==> config.mk <==
export PLATFORM = sky130hd
export DESIGN_NAME = seven_segment_animator
export DESIGN_NICKNAME = d
export VERILOG_FILES = /design/src/rtl/seven_seg_pkg.sv /design/src/rtl/seven_seg_tick_gen.sv /design/src/rtl/seven_segment_animator.sv
export SDC_FILE = /design/constraint.sdc
export NUM_CORES = 1
export LEC_CHECK = 0
export BUFFER_PORTS_ARGS = -buffer_cell sky130_fd_sc_hd__buf_2
export CORE_MARGIN = 2
export CORE_UTILIZATION = 61
export CTS_CLUSTER_SIZE = 28
export DETAILED_ROUTE_END_ITERATION = 8
export HOLD_SLACK_MARGIN = 0.1
export PLACE_DENSITY = 0.82
export SLEW_MARGIN = 40
export SYNTH_ARGS = -nofsm -noshare
export SYNTH_HDL_FRONTEND = slang
export SYNTH_HIERARCHICAL = 1
export SYNTH_SLANG_ARGS = --single-unit
==> constraint.sdc <==
create_clock -name clock -period 8.3 [get_ports clock]
set_input_delay 0.415 -clock clock [delete_from_list [all_inputs] [get_ports clock]]
set_output_delay 0.415 -clock clock [all_outputs]
set_load 0.01 [all_outputs]
==> src/rtl/seven_seg_pkg.sv <==
// Shared mode encoding for the seven-segment animator.
// Also used by top-level LED decode of the active mode.
package seven_seg_pkg;

    typedef enum logic [2:0] {
        MODE_COUNT   = 3'd0,
        MODE_MANUAL  = 3'd1,
        MODE_SCROLL  = 3'd2,
        MODE_PATTERN = 3'd3,
        MODE_HOLD    = 3'd4
    } mode_t;

    localparam logic [2:0] MODE_ENC_COUNT   = 3'(MODE_COUNT);
    localparam logic [2:0] MODE_ENC_MANUAL  = 3'(MODE_MANUAL);
    localparam logic [2:0] MODE_ENC_SCROLL  = 3'(MODE_SCROLL);
    localparam logic [2:0] MODE_ENC_PATTERN = 3'(MODE_PATTERN);
    localparam logic [2:0] MODE_ENC_HOLD    = 3'(MODE_HOLD);

endpackage

==> src/rtl/seven_seg_tick_gen.sv <==
// Animation tick source: free-running divider or single-step.
// tick is a registered one-cycle pulse.
module seven_seg_tick_gen #(
    parameter int DIV_MAX = 4_000_000
) (
    input  logic clock,
    input  logic reset_n,
    input  logic run,
    input  logic step,
    output logic tick
);

    localparam int CW = (DIV_MAX > 2) ? $clog2(DIV_MAX) : 1;

    logic [CW-1:0] cnt;
    logic          step_d;

    // Divider counts while running; paused mode ticks on step rise.
    always_ff @(posedge clock) begin
        if (!reset_n) begin
            cnt    <= '0;
            tick   <= 1'b0;
            step_d <= 1'b0;
        end else begin
            step_d <= step;
            tick   <= 1'b0;
            if (run) begin
                if (cnt == CW'(DIV_MAX - 1)) begin
                    cnt  <= '0;
                    tick <= 1'b1;
                end else begin
                    cnt <= cnt + 1'b1;
                end
            end else if (step && !step_d) begin
                tick <= 1'b1;
            end
        end
    end

endmodule

==> src/rtl/seven_segment_animator.sv <==
// Content generator for the multiplexed seven-segment driver.
// Define SEVEN_SEG_ANIM_BCD_EN for a decimal-per-digit counter.
module seven_segment_animator
    import seven_seg_pkg::*;
#(
    parameter int                  W_DIGITS = 8,
    parameter int                  DIV_MAX  = 4_000_000,
    parameter logic [4*W_DIGITS-1:0] PATTERN = 32'hDEAD_BEEF
) (
    input  logic                        clock,
    input  logic                        reset_n,
    input  logic [2:0]                  mode,
    input  logic                        run,
    input  logic                        dir,
    input  logic                        step,
    input  logic                        edit,
    input  logic                        cursor_next,
    input  logic [3:0]                  nibble,
    input  logic [W_DIGITS-1:0]         dots_mask,
    output logic [4*W_DIGITS-1:0]       number,
    output logic [W_DIGITS-1:0]         dots,
    output logic [$clog2(W_DIGITS)-1:0] cursor,
    output logic                        tick
);

    localparam int W_NUM = 4 * W_DIGITS;
    localparam int W_CUR = $clog2(W_DIGITS);
    localparam logic [W_CUR-1:0] LAST = W_CUR'(W_DIGITS - 1);

    logic [2:0]          prev_mode;
    logic [W_CUR-1:0]    pos, pos_n, cursor_n;
    logic                bounce, bounce_n;
    logic                blink, blink_n;
    logic                edit_d, cn_d;
    logic                edit_rise, cn_rise;
    logic [W_NUM-1:0]    number_n;
    logic [W_DIGITS-1:0] dots_n;

`ifdef SEVEN_SEG_ANIM_BCD_EN
    function automatic logic [W_NUM-1:0] count_next(
        input logic [W_NUM-1:0] v,
        input logic             down
    );
        logic [W_NUM-1:0] r;
        logic             c;
        logic [3:0]       d;
        r = '0;
        c = 1'b1;
        for (int i = 0; i < W_DIGITS; i++) begin
            d = v[4*i +: 4];
            if (d > 4'd9) d = 4'd0;
            if (c) begin
                if (!down) begin
                    if (d == 4'd9) d = 4'd0;
                    else begin
                        d = d + 4'd1;
                        c = 1'b0;
                    end
                end else begin
                    if (d == 4'd0) d = 4'd9;
                    else begin
                        d = d - 4'd1;
                        c = 1'b0;
                    end
                end
            end
            r[4*i +: 4] = d;
        end
        return r;
    endfunction
`else
    function automatic logic [W_NUM-1:0] count_next(
        input logic [W_NUM-1:0] v,
        input logic             down
    );
        return down ? v - 1'b1 : v + 1'b1;
    endfunction
`endif

    seven_seg_tick_gen #(
        .DIV_MAX (DIV_MAX)
    ) u_tick (
        .clock   (clock),
        .reset_n (reset_n),
        .run     (run),
        .step    (step),
        .tick    (tick)
    );

    assign edit_rise = edit && !edit_d;
    assign cn_rise   = cursor_next && !cn_d;

    // Next content: mode entry first, otherwise one animation step.
    always_comb begin
        number_n = number;
        cursor_n = cursor;
        pos_n    = pos;
        bounce_n = bounce;
        blink_n  = blink;
        if (mode != prev_mode) begin
            if (mode == MODE_ENC_SCROLL) begin
                pos_n    = '0;
                bounce_n = 1'b0;
                number_n = W_NUM'(4'hF);
            end
            if (mode == MODE_ENC_PATTERN) number_n = PATTERN;
        end else begin
            case (mode)
                MODE_ENC_COUNT: begin
                    if (tick) number_n = count_next(number, dir);
                end
                MODE_ENC_MANUAL: begin
                    if (tick) blink_n = ~blink;
                    if (edit_rise) number_n[{cursor, 2'b00} +: 4] = nibble;
                    if (cn_rise) cursor_n = (cursor == LAST) ? '0 : cursor + 1'b1;
                end
                MODE_ENC_SCROLL: begin
                    if (tick) begin
                        if (!dir) begin
                            pos_n = (pos == LAST) ? '0 : pos + 1'b1;
                        end else if (!bounce) begin
                            if (pos == LAST) begin
                                bounce_n = 1'b1;
                                pos_n    = pos - 1'b1;
                            end else begin
                                pos_n = pos + 1'b1;
                            end
                        end else begin
                            if (pos == '0) begin
                                bounce_n = 1'b0;
                                pos_n    = pos + 1'b1;
                            end else begin
                                pos_n = pos - 1'b1;
                            end
                        end
                        number_n = W_NUM'(4'hF) << {pos_n, 2'b00};
                    end
                end
                MODE_ENC_PATTERN: begin
                    if (tick) number_n = {number[W_NUM-5:0], number[W_NUM-1 -: 4]};
                end
                default: ;
            endcase
        end
        dots_n = dots_mask;
        if (mode == MODE_ENC_MANUAL && blink) dots_n = dots_mask ^ (W_DIGITS'(1) << cursor);
    end

    // State register; reset aborts any animation in progress.
    always_ff @(posedge clock) begin
        if (!reset_n) begin
            number    <= '0;
            dots      <= '0;
            cursor    <= '0;
            pos       <= '0;
            bounce    <= 1'b0;
            blink     <= 1'b0;
            edit_d    <= 1'b0;
            cn_d      <= 1'b0;
            prev_mode <= MODE_ENC_COUNT;
        end else begin
            number    <= number_n;
            dots      <= dots_n;
            cursor    <= cursor_n;
            pos       <= pos_n;
            bounce    <= bounce_n;
            blink     <= blink_n;
            edit_d    <= edit;
            cn_d      <= cursor_next;
            prev_mode <= mode;
        end
    end

endmodule

# == Word level (Yosys, flattened, before mapping) ==
# Index checks and enable logic that the tools add are counted.
# word_totals
mem_bits_ro,0
ram_bits,0
inputBits,22
ff_bits,77
wordCells,91
latch_bits,0
mem_count,0
# classes
n_mul,0
mux,36
magnitude_cmp,0
n_div,0
n_addsub,7
bitwise_logic,3
eq_ne,12
n_shift,4
reduce_logical,17
# op_table
operator,count
$mux W32,8
$pmux W32 S4,1
$mux W3,13
$add A32 B1 Y32 const B,1
$bwmux W32,1
$shift A4 B7 Y32 const A,1
$shiftx A4 B7 Y32,1
$shl A4 B5 Y32 const A,1
$sub A32 B1 Y32 const B,1
$add A22 B1 Y22 const B,1
$eq A22 B22 Y1 const B,1
$mux W22,1
$mux W1,11
$ne A3 B2 Y1 const B,3
$reduce_and A3 Y1,3
$mux W8,1
$shl A1 B3 Y8 const A,1
$xor A8 B8 Y8,1
$neg A5 Y7,1
$add A3 B1 Y3 const B,2
$eq A3 B2 Y1 const B,2
$eq A3 B3 Y1 const B,2
$logic_not A3 Y1,2
$reduce_and A6 Y1,1
11 further kinds,18

# == Logic depth before layout (Yosys ltp) ==
# logic_depth
word_depth,11
mapped_depth,12
ltp_nobuf,10

# == Hierarchy ==
# The synthesis kept the hierarchy.
# by_module_without_submodules
module,n_inst,cells_per_inst,area_per_inst_um2,seq_area_each_um2
seven_segment_animator,1,717,5481.5,1061.0
seven_seg_tick_gen,1,125,1101.1,480.5

# == Worst setup path after synthesis ==
# OpenSTA, ideal clock, no wires.
# synth_timing
path_kind,register to register
start,register cursor[0]
end,register number[24]
stages_incl_launch_ff,11
t_required_ns,8.173
setup_time_ns,0.127
setup_slack_ns,5.572
arrival_ns,2.601
cell_sequence,dfxtp_1 -> clkbuf_1 -> inv_1 -> ha_1 -> ha_1 -> inv_1 -> nand3_1 -> mux2_2 -> a221oi_1 -> a21oi_1 -> or3_1
# synth_via
elab_chain_len,6
elab_cells_between_ends,7
classes_between,1 x add/sub; 2 x shift; 4 x mux
# synth_rtl
item,line_no,text
from (decl),seven_segment_animator.sv:22,"output logic [$clog2(W_DIGITS)-1:0] cursor,"
from (signal assigned),seven_segment_animator.sv:164,cursor <= cursor_n;
$neg A5 Y7 *,seven_segment_animator.sv:114,"if (edit_rise) number_n[{cursor, 2'b00} +: 4] = nibble;"
$shiftx A4 B7 Y32 / $shift A4 B7 Y32 (equally long branches),seven_segment_animator.sv:114,
$bwmux W32 *,seven_segment_animator.sv:114,
$mux W32 *,seven_segment_animator.sv:114,
$pmux W32 S4 *,seven_segment_animator.sv:108,case (mode)
$mux W32 *,seven_segment_animator.sv:100,if (mode != prev_mode) begin
to (signal assigned),seven_segment_animator.sv:162,number <= number_n;
to (decl),seven_segment_animator.sv:20,"output logic [4*W_DIGITS-1:0] number,"
# Mark *: on every way between the ends. The rest lies on a longest branch, timed or not. The select of a mux whose other input is x is not followed.
# A chain may end at the register's enable or synchronous reset.

# == Worst setup path after layout ==
# Same ends and word-level chain as after synthesis.

==> out/results.ini <==
[status]
status=complete, no violations

[placed_design]
dp_slack_ps=4700
portBuffers=65
hpwl_um=14900
place_inst=1003
place.gp.congestion=1.02
dpl-instance-area_mm2=0.00688

[clock_tree]
cts_tree=built
hold_buffers=0
root_buffer=clkbuf_8
clk_pin_slew_worst_paths_ps=90
cts.path.max_buffers=2
cts-htree-levels=3
cts_resized=0
clkLatencyLatePin_ps=370
cts_setup_buffers=0
cts_sinks=77
numCtsBuffers=9

[cells_and_area]
nets=946
finalNonFillerCells=1019
antenna_cells=0
layout-drive-gt1-share=0.139
post-route-util=0.680
final_cell_mix=a21oi_1 (92), dfxtp_1 (77), nor2_1 (76)
layout_commonest_cell=a21oi_1
syn_to_final_growth_pct=7.62
fin_area_mm2=0.00708

[sta]
relSlewSlack=0.455
final_max_slew_viol_count=0
finalHoldViolCount=0
clock.fmax_mhz=308
worst_pin_slew_ps=818
rsz0062_at_grt=false
clock_skew_ps=13.1
setup_tns_ps=0
min_period_over_period=0.391
period_minus_slack_ps=3240
holdWs_ps=259
finalSetupViolations=0
setup_ws_ps=5060

[drt]
drt-initial-drc-count=698
ant_nets=0
dr.pass1.iters=6
via_count=6829
drt_wl_total_um=19900
routed_via_density=6.70
wl_per_cell_um=19.5
drc=0

[worst_setup_path]
reg2reg_depth=9
cp_slowest_cell=dfxtp_1
cp_data_required_time_ps=8560
crit_family=flip-flops
crit_fanout=15
r2r_slack_ps=5060
regToRegStartpoint=cursor[0]
cpPeakStageDelay_ps=670
path_cells=inv_1 > ha_1 > ha_1 > inv_1 > nand3_1 > mux2_2 > a221oi_1 > a21oi_1 > or3_1
timing.rr.end=number[24]
path_class=flop to flop
critPathCaptureType=flop
startpoint_type=flop
worstPathArrival_ps=3500
critPathBufInv=2

[synthesis]
synthCells=842
postSynth.asyncResetShare=0
yosysUniqueCellTypes=83
synth_edf_count=0
ys_seq_area_frac=0.234
syn_nets=910
ys_seq_elements=77
netlist_area_mm2=0.00658
synth_ff_type=dfxtp_1
avgSynthCellArea_um2=7.82
ys_warn_count=6

[run]
maxCapViolCount=0

[global_route]
top_usage_layer=met2
grt_usage=0.350
antenna_found_initial=0
met3_usage=0.0714
use_met1=0.467
grt_pass1_vias=6372
grt_max_degree=39
grt_overflow=0
grt_util_met2=0.558
grt_pass1_wl_um=32600

[hold_path]
hold_path_startpoint=edit
hold_depth=2
hold_end=edit_d
hold_class=primary input to flop

[die]
io_pins=66
die_w_um=108
dieArea_mm2=0.0116
initial_core_util=0.632
rows=37
coreArea_mm2=0.0104
fp.dieH_um=108

[pwr]
ir_drop_mv=0.114
p_leak_nw=2.81
power_density_mw_per_mm2=125
power_mw=0.882

## how the worst max path moves through the flow
| stage | start | endpoint | slack (ps) | cells past startpoint |
|---|---|---|---|---|
| after global routing | cursor[0] | number[24] | 4910 | 9 |
| after detailed placement | dir | number[30] | 4700 | 9 |
| after CTS | dir | number[30] | 5090 | 9 |
| after global placement | dir | number[30] | 4800 | 9 |
| final | cursor[0] | number[24] | 5060 | 9 |
| after floorplan | cursor[0] | number[24] | 5570 | 10 |
## synth_stat cells, types with 20 or more instances
library cell,n,area (um2)
nand2_1,63,236
xnor2_1,24,210
ha_1,45,563
o21ai_0,49,245
inv_1,20,75.1
mux2i_1,21,210
xor2_1,20,175
a21oi_1,92,460
clkbuf_1,27,101
nand3_1,34,170
nor2_1,76,285
dfxtp_1,77,1540
## registers in the layout, summed over array words and instances (netlist names)
register and cells:
dots 8, edit_d 1, prev_mode 3, cursor 3, pos 3, blink 1, u_tick/cnt 22, cn_d 1
u_tick/step_d 1, number 32, u_tick/tick 1, bounce 1
## routing by layer
metal,up-vias,share of wire
met5,-,0
met4,0,0.031
met3,61,0.098
met2,376,0.44
met1,3172,0.43
li1,3220,-
## report_power, final
group / total, mW / internal (mW) / switching [mW]
Clock: 0.289 / 0.138 / 0.150
Combinational: 0.195 / 0.0718 / 0.123
Sequential: 0.399 / 0.381 / 0.0175
Total: 0.882 / 0.591 / 0.291
## area by class of cell
class                   instances  area, um2
clock inverters                 6       63.8
multi-input cells             698       4730
flip-flops and latches         77       1540
well taps                     136        170
clock buffers                  10        128
repair buffers                 71        373
inverters                      21       78.8
fillers                       920       3330
## kinds of logic after synthesis
family	count (synthesis)	share of synthesized area
adders and majority gates	46	0.0886
muxes	33	0.0525
xor gates and xnor gates	44	0.0585
DFF	77	0.234
AOI/OAI and AO/OA	269	0.267
and+or+nand+nor	306	0.248
buffers and inverters	67	0.0508
Power figures use the tool's default switching activity.
